[config.mk]
export PLATFORM = sky130hd
export DESIGN_NAME = imem_loader
export DESIGN_NICKNAME = d
export VERILOG_FILES = /design/src/rtl/imem_loader_pkg.sv /design/src/rtl/imem_loader_rx.sv /design/src/rtl/imem_loader.sv
export SDC_FILE = /design/constraint.sdc
export NUM_CORES = 1
export LEC_CHECK = 0
export CAP_MARGIN = 20
export CORE_MARGIN = 3
export CORE_UTILIZATION = 30
export DETAILED_ROUTE_END_ITERATION = 7
export PLACE_DENSITY = 0.53
export SYNTH_ARGS = -nofsm -noshare
export SYNTH_HDL_FRONTEND = slang
export SYNTH_SLANG_ARGS = --single-unit
[constraint.sdc]
create_clock -name CLOCK -period 4.5 [get_ports CLOCK]
set_clock_uncertainty 0.1 [all_clocks]
set_input_delay 0.9 -clock CLOCK [delete_from_list [all_inputs] [get_ports CLOCK]]
set_output_delay 0.9 -clock CLOCK [all_outputs]
set_load 0.1 [all_outputs]
[src/rtl/imem_loader_pkg.sv]
// rtl/imem_loader_pkg.sv - shared state encodings and timing defaults for the loader
package imem_loader_pkg;

    localparam int DEFAULT_CLKS_PER_BIT = 434;

    typedef enum logic [2:0] {
        ST_IDLE,
        ST_LEN,
        ST_DATA,
        ST_WRITE,
        ST_DONE,
        ST_ERR
    } ldr_state_e;

    typedef enum logic [1:0] {
        RX_IDLE,
        RX_START,
        RX_DATA,
        RX_STOP
    } rx_state_e;

endpackage

[src/rtl/imem_loader_rx.sv]
// rtl/imem_loader_rx.sv - 8N1 serial byte receiver with input synchroniser
module uart_rx_byte
    import imem_loader_pkg::*;
#(
    parameter int CLKS_PER_BIT = DEFAULT_CLKS_PER_BIT
) (
    input  logic       CLOCK,
    input  logic       arst,
    input  logic       rx,
    output logic       byte_valid,
    output logic [7:0] byte_data,
    output logic       frame_err
);

    localparam int CNT_W = $clog2(CLKS_PER_BIT);
    localparam logic [CNT_W-1:0] LAST    = CNT_W'(CLKS_PER_BIT - 1);
    localparam logic [CNT_W-1:0] HALF_M1 = CNT_W'(CLKS_PER_BIT / 2 - 1);

    logic [1:0]       sync_q;
    logic             prev_q;
    logic [1:0]       warm_q, warm_d;
    rx_state_e        state_q, state_d;
    logic [CNT_W-1:0] cnt_q, cnt_d;
    logic [2:0]       bit_q, bit_d;
    logic [7:0]       shift_q, shift_d;
    logic             rx_s;

    assign rx_s      = sync_q[1];
    assign byte_data = shift_q;

    always_ff @(posedge CLOCK or posedge arst) begin
        if (arst) begin
            sync_q  <= 2'b11;
            prev_q  <= 1'b1;
            warm_q  <= 2'd0;
            state_q <= RX_IDLE;
            cnt_q   <= '0;
            bit_q   <= '0;
            shift_q <= '0;
        end else begin
            sync_q  <= {sync_q[0], rx};
            prev_q  <= sync_q[1];
            warm_q  <= warm_d;
            state_q <= state_d;
            cnt_q   <= cnt_d;
            bit_q   <= bit_d;
            shift_q <= shift_d;
        end
    end

    always_comb begin
        state_d    = state_q;
        cnt_d      = cnt_q + CNT_W'(1);
        bit_d      = bit_q;
        shift_d    = shift_q;
        byte_valid = 1'b0;
        frame_err  = 1'b0;
        // Edges only count once the synchroniser holds real line samples, so a
        // start bit already low when reset lifts is never mistaken for a new one.
        warm_d     = (warm_q == 2'd3) ? warm_q : warm_q + 2'd1;
        case (state_q)
            RX_IDLE: begin
                cnt_d = '0;
                if (warm_q == 2'd3 && prev_q && !rx_s) begin
                    state_d = RX_START;
                    cnt_d   = CNT_W'(1);
                end
            end
            RX_START: begin
                if (cnt_q == HALF_M1) begin
                    cnt_d   = '0;
                    bit_d   = '0;
                    state_d = rx_s ? RX_IDLE : RX_DATA;
                end
            end
            RX_DATA: begin
                if (cnt_q == LAST) begin
                    cnt_d   = '0;
                    shift_d = {rx_s, shift_q[7:1]};
                    bit_d   = bit_q + 3'd1;
                    if (bit_q == 3'd7) begin
                        state_d = RX_STOP;
                    end
                end
            end
            RX_STOP: begin
                if (cnt_q == LAST) begin
                    state_d    = RX_IDLE;
                    byte_valid = rx_s;
                    frame_err  = !rx_s;
                end
            end
        endcase
    end

endmodule

[src/rtl/imem_loader.sv]
// rtl/imem_loader.sv - serial instruction-memory loader holding the core in reset
module imem_loader
    import imem_loader_pkg::*;
#(
    parameter int WIDTH        = 32,
    parameter int ADDR_W       = 7,
    parameter int CLKS_PER_BIT = DEFAULT_CLKS_PER_BIT
) (
    input  logic              CLOCK,
    input  logic              arst,
    input  logic              uart_rx,
    input  logic              load_req,
    output logic              imem_we,
    output logic [ADDR_W-1:0] imem_addr,
    output logic [WIDTH-1:0]  imem_wdata,
    output logic              core_rst,
    output logic              busy,
    output logic              done,
    output logic              err
);

    ldr_state_e        state_q, state_d;
    logic [ADDR_W-1:0] cnt_q, cnt_d;
    logic [ADDR_W-1:0] len_q, len_d;
    logic [ADDR_W-1:0] addr_q, addr_d;
    logic [WIDTH-1:0]  wdata_q, wdata_d;
    logic [31:0]       asm_q, asm_d;
    logic [1:0]        bidx_q, bidx_d;
    logic              byte_valid, frame_err;
    logic [7:0]        byte_data;

    uart_rx_byte #(.CLKS_PER_BIT(CLKS_PER_BIT)) u_rx (
        .CLOCK      (CLOCK),
        .arst       (arst),
        .rx         (uart_rx),
        .byte_valid (byte_valid),
        .byte_data  (byte_data),
        .frame_err  (frame_err)
    );

    always_ff @(posedge CLOCK or posedge arst) begin
        if (arst) begin
            state_q <= ST_IDLE;
            cnt_q   <= '0;
            len_q   <= '0;
            addr_q  <= '0;
            wdata_q <= '0;
            asm_q   <= '0;
            bidx_q  <= '0;
        end else begin
            state_q <= state_d;
            cnt_q   <= cnt_d;
            len_q   <= len_d;
            addr_q  <= addr_d;
            wdata_q <= wdata_d;
            asm_q   <= asm_d;
            bidx_q  <= bidx_d;
        end
    end

    always_comb begin
        state_d = state_q;
        cnt_d   = cnt_q;
        len_d   = len_q;
        addr_d  = addr_q;
        wdata_d = wdata_q;
        asm_d   = asm_q;
        bidx_d  = bidx_q;
        case (state_q)
            ST_IDLE, ST_DONE, ST_ERR: begin
                if (load_req) begin
                    state_d = ST_LEN;
                    cnt_d   = '0;
                    bidx_d  = '0;
                end
            end
            ST_LEN: begin
                if (frame_err) begin
                    state_d = ST_ERR;
                end else if (byte_valid) begin
                    // A count of zero wraps to 2^ADDR_W because the counter is compared after wrapping.
                    len_d   = ADDR_W'(byte_data);
                    state_d = ST_DATA;
                end
            end
            ST_DATA: begin
                if (frame_err) begin
                    state_d = ST_ERR;
                end else if (byte_valid) begin
                    asm_d[{bidx_q, 3'b000} +: 8] = byte_data;
                    bidx_d = bidx_q + 2'd1;
                    if (bidx_q == 2'd3) begin
                        state_d = ST_WRITE;
                        addr_d  = cnt_q;
                        wdata_d = WIDTH'(asm_d);
                    end
                end
            end
            ST_WRITE: begin
                cnt_d   = cnt_q + ADDR_W'(1);
                state_d = (cnt_d == len_q) ? ST_DONE : ST_DATA;
            end
            default: state_d = ST_IDLE;
        endcase
    end

    assign imem_we    = (state_q == ST_WRITE);
    assign busy       = (state_q == ST_LEN) || (state_q == ST_DATA) || (state_q == ST_WRITE);
    assign core_rst   = busy || (state_q == ST_ERR);
    assign done       = (state_q == ST_DONE);
    assign err        = (state_q == ST_ERR);
    assign imem_addr  = addr_q;
    assign imem_wdata = wdata_q;

endmodule

==> results.py, run 1 <==
metrics = {
    "status": {
        "status": "completed",
    },
    "cts": {
        "h-tree-depth": 4,
        "tritoncts": "yes",
        "cts_setup_buffers": 0,
        "clkLatencyLatePin_ps": 410,
        "cts_sinks": 117,
        "cts_made_buffers": 17,
        "clkTransAtPathRegs_ps": 50,
        "cts-root-buf": "clkbuf_16",
        "clk_path_buf_depth": 2,
        "cts-resized-gates": 0,
        "hold_buffers": 0,
    },
    "synth": {
        "synth_top_area_share_pct": 50.8,
        "ys_ff_latch": 117,
        "syn_nets": 555,
        "synthArstFlopShare_pct": 100,
        "ys_types": 54,
        "ys.flop_type": "dfrtp_1",
        "postSynthAreaPerCell_sq_um": 10.5,
        "synth_most_common_cell": "dfrtp_1",
        "syn_area_sq_mm": 0.00562,
        "ys_warn_count": 0,
        "synth_area_leaders": "dfrtp_1, a21oi_1, a22o_1, mux2_2, nor2_1",
        "synth_commonest_cells": "dfrtp_1, a21oi_1, nor2_1, nor2b_1, a22o_1",
        "synth_largest_area_cell": "dfrtp_1",
        "seq_area_frac_synth_pct": 52.2,
        "synth_edf_count": 0,
        "synth_cells": 533,
    },
    "drt": {
        "wl_per_cell_microns": 14.9,
        "drc_errors": 0,
        "vias_per_cell": 4.84,
        "drt_iter0_markers": 206,
        "wirelength_mm": 12.1,
        "drtPass1Iterations": 4,
        "drtAntennaViolNets": 0,
        "vias": 3956,
    },
    "timing": {
        "setup_viol": 0,
        "tns_ps": 0,
        "maxSlewHeadroom_pct": 33.8,
        "rsz0062_at_grt": "false",
        "hold_viol": 0,
        "timing.final.crit_share_pct": 79.0,
        "final_max_slew_viol_count": 0,
        "max_clock_freq_mhz": 281,
        "worstMarginPinSlew_ps": 994,
        "finalCriticalPeriod_ps": 3550,
    },
    "grt": {
        "grt_max_degree": 71,
        "track_usage_pct": 12.5,
        "grt_pass1_wl_mm": 20.2,
        "grt_pass1_vias": 3829,
        "overflow": 0,
        "antenna_found_initial": 0,
    },
    "floorplan": {
        "ios": 48,
        "die_area_sq_mm": 0.0204,
        "initial_core_util_pct": 30.9,
        "core_area_sq_mm": 0.0182,
        "placementRows": 49,
        "die_w_microns": 143,
        "die_h_microns": 143,
    },
    "power": {
        "switchingPower_uw": 904,
        "swShare_pct": 30.0,
        "p_seq_share_pct": 39.2,
        "p_comb_share_pct": 17.2,
        "vdd_ir_drop_max_uv": 540,
        "total_power_mw": 3.01,
        "p_leak_nw": 3.02,
        "power_density_mw_per_mm2": 443,
        "p_int_mw": 2.11,
        "clkPwrFrac_pct": 43.6,
    },
    "cells_and_area": {
        "nNetsFinal": 597,
        "areaGrowthSynthToFinish_pct": 20.9,
        "layout.cells.non_filler": 817,
        "antenna_cells": 0,
        "fillerInstances": 1805,
        "drive_gt1_share_pct": 11.7,
        "design_area_sq_mm": 0.00679,
    },
    "setup_path": {
        "worstSetupStartpointType": "flip-flop",
        "worstPathMaxFanout": 22,
        "crit_required_ps": 3500,
        "cp.arrival_ps": 2550,
        "path_delay_family": "buffers and inverters",
        "cp_slowest_cell": "clkdlybuf4s50_1",
        "worstPathCellList": "nand2b_1 > nand2_1 > clkdlybuf4s50_1",
        "cp-end-kind": "output pin",
        "crit_type": "flip-flop to output pin",
        "critPathBufInv": 1,
        "critPathMaxStageDelay_ps": 1140,
    },
    "placed_design": {
        "place_area_sq_mm": 0.00622,
        "dp_hpwl_mm": 8.21,
        "place.gp.congestion": 0.768,
        "port_buffers": 47,
        "dpl.cell_count": 785,
    },
    "worst_hold_path": {
        "hp-class": "flip-flop to flip-flop",
    },
    "flow_run": {
        "maxCapViolCount": 0,
    },
}
==> per-layer routing <==
layer  track usage [%]  vias up  wire, microns
met5                 0        -              0
met2              18.0       76           5200
met3              4.05        7            478
met4              3.65        0            101
li1                  -     1961              -
met1              18.1     1912           6370
==> power groups by stage <==
stage                     registers [mW]  logic, mW  clock network (mW)
after detailed placement            1.20      0.518                   0
after CTS                           1.18      0.523                1.35
after global placement              1.19      0.514                   0
after floorplan                     1.16      0.432                   0
final                               1.18      0.518                1.31
after global routing                1.19      0.573                1.40
==> state kept, by name (all words and copies together) (netlist names), 2 cells and up, named ones only <==
name / count
imem_wdata: 32
u_rx.bit_q: 3
u_rx.cnt_q: 9
cnt_q: 7
u_rx.byte_data: 8
u_rx.sync_q: 2
u_rx.warm_q: 2
len_q: 7
imem_addr: 7
bidx_q: 2
asm_q: 32
state_q: 3
==> layout by cell type, fill, tap and decap left out, types with 3 or more instances in the layout <==
cell	instances
o21ai_0	15
nor2_1	61
dfrtp_1	114
mux2_2	21
clkbuf_16	17
nand4_1	3
buf_4	4
dfstp_2	3
inv_1	14
o2111ai_1	3
nor3_1	8
a22o_1	32
clkinv_2	3
nand2b_1	5
nand2_1	27
xnor2_1	8
and2_1	5
nand3_1	8
mux2_1	3
clkinvlp_4	5
clkdlybuf4s50_1	46
nor2b_1	36
ha_1	18
xor2_1	9
a21oi_1	75
==> final cells by class <==
| cell class | instances | area (sq um) | area share [%] |
|---|---|---|---|
| Tap cell | 229 | 287 | 4.22 |
| Clock buffer | 20 | 447 | 6.58 |
| Inverter | 15 | 58.8 | 0.866 |
| Sequential cell | 117 | 2930 | 43.2 |
| Clock inverter | 12 | 130 | 1.92 |
| Multi-Input combinational cell | 374 | 2450 | 36.0 |
| Timing Repair Buffer | 50 | 490 | 7.22 |
==> metrics by stage <==
stage          hold WS [ps]  utilization [%]  setup slack (ps)
4_1_cts                 261             37.3               956
6_report                259             37.3               946
3_5_place_dp            247             34.1              1160
2_1_floorplan           245                -               404
5_1_grt                 261             37.3               828
3_3_place_gp            248             34.1              1290
==> cells by family (layout without fill, tap and decap cells) <==
kind of cell             after synthesis  count (layout)  synth area share [%]
AND/OR/NAND/NOR                      174             174                  16.1
flip-flops                           117             117                  52.2
adder cells (fa/ha/maj)               18              18                  4.01
XOR/XNOR                              17              17                  2.65
AO/OA/AOI/OAI                        140             140                  15.8
multiplexers                          25              25                  4.99
buffers and inverters                 42              97                  4.25
==> worst paths after layout <==
kind	startpoint	to	slack [ps]	cells after the start
max	state_q[1]$_DFFE_PP0P_	core_rst	950	3
min	u_rx.sync_q[0]$_DFF_PP1_	u_rx.sync_q[1]$_DFF_PP1_	260	0
max reg2reg	state_q[1]$_DFFE_PP0P_	imem_wdata[24]$_DFFE_PP0P_	1150	6
min reg2reg	u_rx.sync_q[0]$_DFF_PP1_	u_rx.sync_q[1]$_DFF_PP1_	260	0
max in group asynchronous	arst	u_rx.prev_q$_DFF_PP1_	2450	3
min in group asynchronous	arst	imem_wdata[26]$_DFFE_PP0P_	930	2
Note: power is estimated with default switching activity, not from simulation.
==> run 2, diff against run 1 <==
clock period = 3.7 ns   (was 4.5 ns; I/O delays follow)
==> results.py, run 2 (synthesis results as in run 1) <==
metrics = {
    "grt": {
        "grt_pass1_vias": 3966,
        "grt_max_degree": 55,
        "antenna_found_initial": 0,
        "track_usage_pct": 12.7,
        "grt_pass1_wl_mm": 20.7,
        "overflow": 0,
    },
    "timing": {
        "rsz0062_at_grt": "false",
        "maxSlewHeadroom_pct": 33.8,
        "finalCriticalPeriod_ps": 2930,
        "timing.final.ws_setup_ps": 769,
        "timing.final.crit_share_pct": 79.2,
        "worstMarginPinSlew_ps": 991,
        "setup_viol": 0,
        "hold_viol": 0,
        "final_max_slew_viol_count": 0,
        "max_clock_freq_mhz": 341,
        "tns_ps": 0,
    },
    "cts": {
        "clkLatencyLatePin_ps": 410,
        "tritoncts": "yes",
        "clkTransAtPathRegs_ps": 50,
        "h-tree-depth": 4,
        "cts-resized-gates": 0,
        "cts_setup_buffers": 0,
        "cts_sinks": 117,
        "hold_buffers": 0,
        "cts-root-buf": "clkbuf_16",
        "clk_path_buf_depth": 2,
        "cts_made_buffers": 17,
    },
    "setup_path": {
        "timing.rr.start": "state_q[1]$_DFFE_PP0P_",
        "ff2ff_setup_slack_ps": 820,
        "path_delay_family": "buffers and inverters",
        "cp-startpoint": "state_q[0]$_DFFE_PP0P_",
        "worstRegToRegCells": 6,
        "cp.arrival_ps": 2090,
        "worstPathCellList": "nor2b_1 > nand2_1 > inv_1 > buf_4",
        "timing.rr.end": "imem_wdata[17]$_DFFE_PP0P_",
        "critPathBufInv": 2,
        "worstSetupStartpointType": "flip-flop",
        "critPathMaxStageDelay_ps": 500,
        "crit_type": "flip-flop to output pin",
        "cp_slowest_cell": "dfrtp_1",
        "crit_required_ps": 2860,
        "cp-end-kind": "output pin",
        "worstPathMaxFanout": 9,
    },
    "placed_design": {
        "place.gp.congestion": 0.791,
        "dpl_worst_slack_ps": 797,
        "dp_hpwl_mm": 8.21,
        "port_buffers": 47,
    },
    "drt": {
        "wirelength_mm": 12.2,
        "drtPass1Iterations": 5,
        "vias": 4062,
        "drt_iter0_markers": 273,
        "drc_errors": 0,
        "drtAntennaViolNets": 0,
        "wl_per_cell_microns": 15.0,
        "vias_per_cell": 4.97,
    },
    "worst_hold_path": {
        "holdPathStages": 0,
        "hp-class": "flip-flop to flip-flop",
        "min_to": "u_rx.sync_q[1]$_DFF_PP1_",
        "worstHoldStart": "u_rx.sync_q[0]$_DFF_PP1_",
    },
    "power": {
        "total_power_mw": 3.57,
        "power_density_mw_per_mm2": 525,
        "vdd_ir_drop_max_uv": 480,
        "p_leak_nw": 3.04,
    },
    "cells_and_area": {
        "drive_gt1_share_pct": 12.7,
        "layout_common_cells": "dfrtp_1, a21oi_1, nor2_1",
        "final_common_cell": "dfrtp_1",
        "nNetsFinal": 600,
        "areaGrowthSynthToFinish_pct": 21.3,
        "antenna_cells": 0,
    },
    "status": {
        "status": "completed",
    },
    "floorplan": {
        "placementRows": 49,
        "initial_core_util_pct": 30.9,
        "die_w_microns": 143,
        "core_area_sq_mm": 0.0182,
        "die_h_microns": 143,
        "die_area_sq_mm": 0.0204,
        "ios": 48,
    },
    "flow_run": {
        "maxCapViolCount": 0,
    },
}
[run 2: cell types whose count changed in the layout (fill, tap and decap cells not counted), sizes merged]
cell / delta
clkdlybuf4s50: -4
buf: +7
bufinv: -1
clkbuf: +1
inv: -2
clkinv: +1
clkinvlp: -1
[run 2: metal layers]
metal	wire [microns]	GRT usage, %	up-vias
li1	-	-	1965
met1	6120	18.0	1984
met2	5350	18.4	99
met3	629	4.32	14
met4	145	3.85	0
met5	0	0	-
[run 2: cell type report]
type	instances	area (sq um)
fill	1759	11400
sequential	117	2930
multi-input combinational	374	2450
timing repair buffer	53	541
clock buffer	21	460
tap	229	287
clock inverter	9	81.3
inverter	15	60.1
[run 2: how the worst max path moves through the flow]
stage / cells past startpoint / end
floorplan: 4 / busy
global placement: 6 / imem_wdata[27]$_DFFE_PP0P_
detailed placement: 6 / imem_wdata[27]$_DFFE_PP0P_
CTS: 4 / imem_we
global route: 6 / imem_wdata[4]$_DFFE_PP0P_
finish: 4 / imem_we
[run 2: where the power goes]
group / internal [mW] / total [mW] / switching (mW)
Clock: 0.944 / 1.50 / 0.557
Sequential: 1.34 / 1.44 / 0.0972
Combinational: 0.216 / 0.637 / 0.421
[run 2: through the flow]
| stage | util [%] | cells | instance area, sq um | hold WS, ps |
|---|---|---|---|---|
| after global routing | 37.4 | 818 | 6810 | 262 |
| after floorplan | - | 533 | 5630 | 245 |
| after detailed placement | 34.4 | 788 | 6270 | 251 |
| after global placement | 34.4 | 788 | 6270 | 250 |
| after CTS | 37.4 | 818 | 6810 | 259 |
| final | 37.4 | 818 | 6810 | 258 |
==> run 3, diff against run 2 <==
clock period = 2.7 ns   (was 3.7 ns; I/O delays follow)
==> results.py, run 3 (synthesis results as in run 1) <==
metrics = {
    "status": {
        "status": "completed",
    },
    "setup_path": {
        "crit_required_ps": 2060,
        "timing.rr.end": "imem_wdata[22]$_DFFE_PP0P_",
        "crit_type": "flip-flop to output pin",
        "cp.arrival_ps": 1820,
        "cp_slowest_cell": "dfrtp_1",
        "ff2ff_setup_slack_ps": 260,
        "worstPathCellList": "nor2b_1 > buf_4 > nand2_1 > inv_1 > buf_12",
        "critPathMaxStageDelay_ps": 490,
        "timing.rr.start": "u_rx.cnt_q[1]$_DFF_PP0_",
        "cp-startpoint": "state_q[0]$_DFFE_PP0P_",
        "worstSetupStartpointType": "flip-flop",
        "endpoint": "imem_we",
        "cp-end-kind": "output pin",
        "worstPathMaxFanout": 9,
        "worstRegToRegCells": 8,
    },
    "cts": {
        "clk_path_buf_depth": 2,
        "cts_made_buffers": 17,
        "cts_setup_buffers": 0,
        "tritoncts": "yes",
        "cts_sinks": 117,
        "hold_buffers": 0,
        "clkTransAtPathRegs_ps": 50,
        "h-tree-depth": 4,
        "cts-root-buf": "clkbuf_16",
        "cts-resized-gates": 0,
        "clkLatencyLatePin_ps": 420,
    },
    "floorplan": {
        "ios": 48,
        "core_area_sq_mm": 0.0182,
        "die_area_sq_mm": 0.0204,
        "die_w_microns": 143,
        "die_h_microns": 143,
        "initial_core_util_pct": 30.9,
        "placementRows": 49,
    },
    "cells_and_area": {
        "fillerInstances": 1800,
        "final_common_cell": "dfrtp_1",
        "nNetsFinal": 607,
        "areaGrowthSynthToFinish_pct": 22.2,
        "layout.cells.non_filler": 827,
        "seqCellArea_sq_mm": 0.00293,
        "design_area_sq_mm": 0.00686,
        "multi_input_area_sq_mm": 0.00246,
        "utilization_pct": 37.7,
        "antenna_cells": 0,
        "drive_gt1_share_pct": 20.2,
        "layout_common_cells": "dfrtp_1, a21oi_1, nor2_1",
    },
    "grt": {
        "overflow": 0,
        "grt_pass1_vias": 4021,
        "grt_max_degree": 57,
        "grt_pass1_wl_mm": 20.8,
        "track_usage_pct": 12.9,
        "antenna_found_initial": 0,
    },
    "drt": {
        "wl_per_cell_microns": 15.1,
        "wl_met1_mm": 6.31,
        "drtPass1Iterations": 4,
        "route.met3.wl_microns": 589,
        "vias": 4091,
        "routed.top_layer": "met4",
        "vias_per_cell": 4.95,
        "drtAntennaViolNets": 0,
        "wirelength_mm": 12.5,
        "drt_iter0_markers": 224,
        "drc_errors": 0,
        "wl_met2_mm": 5.45,
    },
    "placed_design": {
        "dpl.cell_count": 795,
        "dpl_worst_slack_ps": 266,
        "place.gp.congestion": 0.823,
        "port_buffers": 47,
        "place_area_sq_mm": 0.00627,
        "dp_hpwl_mm": 8.50,
    },
    "timing": {
        "maxSlewHeadroom_pct": 61.3,
        "tns_ps": 0,
        "timing.final.ws_setup_ps": 242,
        "worst_hold_slack_ps": 254,
        "finalCriticalPeriod_ps": 2460,
        "timing.final.crit_share_pct": 91.0,
        "worstMarginPinSlew_ps": 577,
        "final_max_slew_viol_count": 0,
        "hold_viol": 0,
        "max_clock_freq_mhz": 407,
        "setup_viol": 0,
        "rsz0062_at_grt": "false",
    },
    "flow_run": {
        "maxCapViolCount": 0,
    },
    "power": {
        "p_leak_nw": 3.19,
        "total_power_mw": 5.22,
        "vdd_ir_drop_max_uv": 491,
        "power_density_mw_per_mm2": 760,
    },
    "worst_hold_path": {
        "hp-class": "flip-flop to flip-flop",
    },
}
## run 3: cell count changes in the layout (fill, tap and decap cells not counted), sizes merged
cell / before / now
buf: 11 / 57
clkinvlp: 4 / 3
bufinv: 1 / 3
clkdlybuf4s50: 42 / 3
clkbuf: 21 / 24
clkinv: 5 / 3
## run 3: layout make-up
cell class                 count  share of cell area, %
tap                          229                   4.18
multi-input combinational    374                   35.8
timing repair buffer          60                   7.77
clock inverter                 8                   1.80
sequential                   117                   42.7
inverter                      15                  0.875
clock buffer                  24                   6.87
## run 3: worst min path at each step
| stage | start | endpoint | slack (ps) | cells past startpoint |
|---|---|---|---|---|
| 3_3_place_gp | u_rx.sync_q[0]$_DFF_PP1_ | u_rx.sync_q[1]$_DFF_PP1_ | 250 | 0 |
| 6_report | u_rx.sync_q[0]$_DFF_PP1_ | u_rx.sync_q[1]$_DFF_PP1_ | 250 | 0 |
| 2_1_floorplan | u_rx.sync_q[0]$_DFF_PP1_ | u_rx.sync_q[1]$_DFF_PP1_ | 250 | 0 |
| 5_1_grt | u_rx.sync_q[0]$_DFF_PP1_ | u_rx.sync_q[1]$_DFF_PP1_ | 260 | 0 |
| 4_1_cts | u_rx.sync_q[0]$_DFF_PP1_ | u_rx.sync_q[1]$_DFF_PP1_ | 250 | 0 |
| 3_5_place_dp | u_rx.sync_q[0]$_DFF_PP1_ | u_rx.sync_q[1]$_DFF_PP1_ | 250 | 0 |
## run 3: routing by layer
metal,global-route usage (%),up-vias
li1,-,1979
met1,18.1,2016
met2,18.8,84
met3,4.66,12
met4,3.70,0
met5,0,-
## run 3: where the power goes
part	switching (mW)	total (mW)	internal, mW
clock	0.788	2.29	1.50
sequential	0.108	1.94	1.84
combinational	0.617	0.989	0.372
## run 3: critical path: cells and delay by family (launching register included)
family	cells	cell delay, ps
buf+inv	3	620
flops	1	490
simple gates	2	290
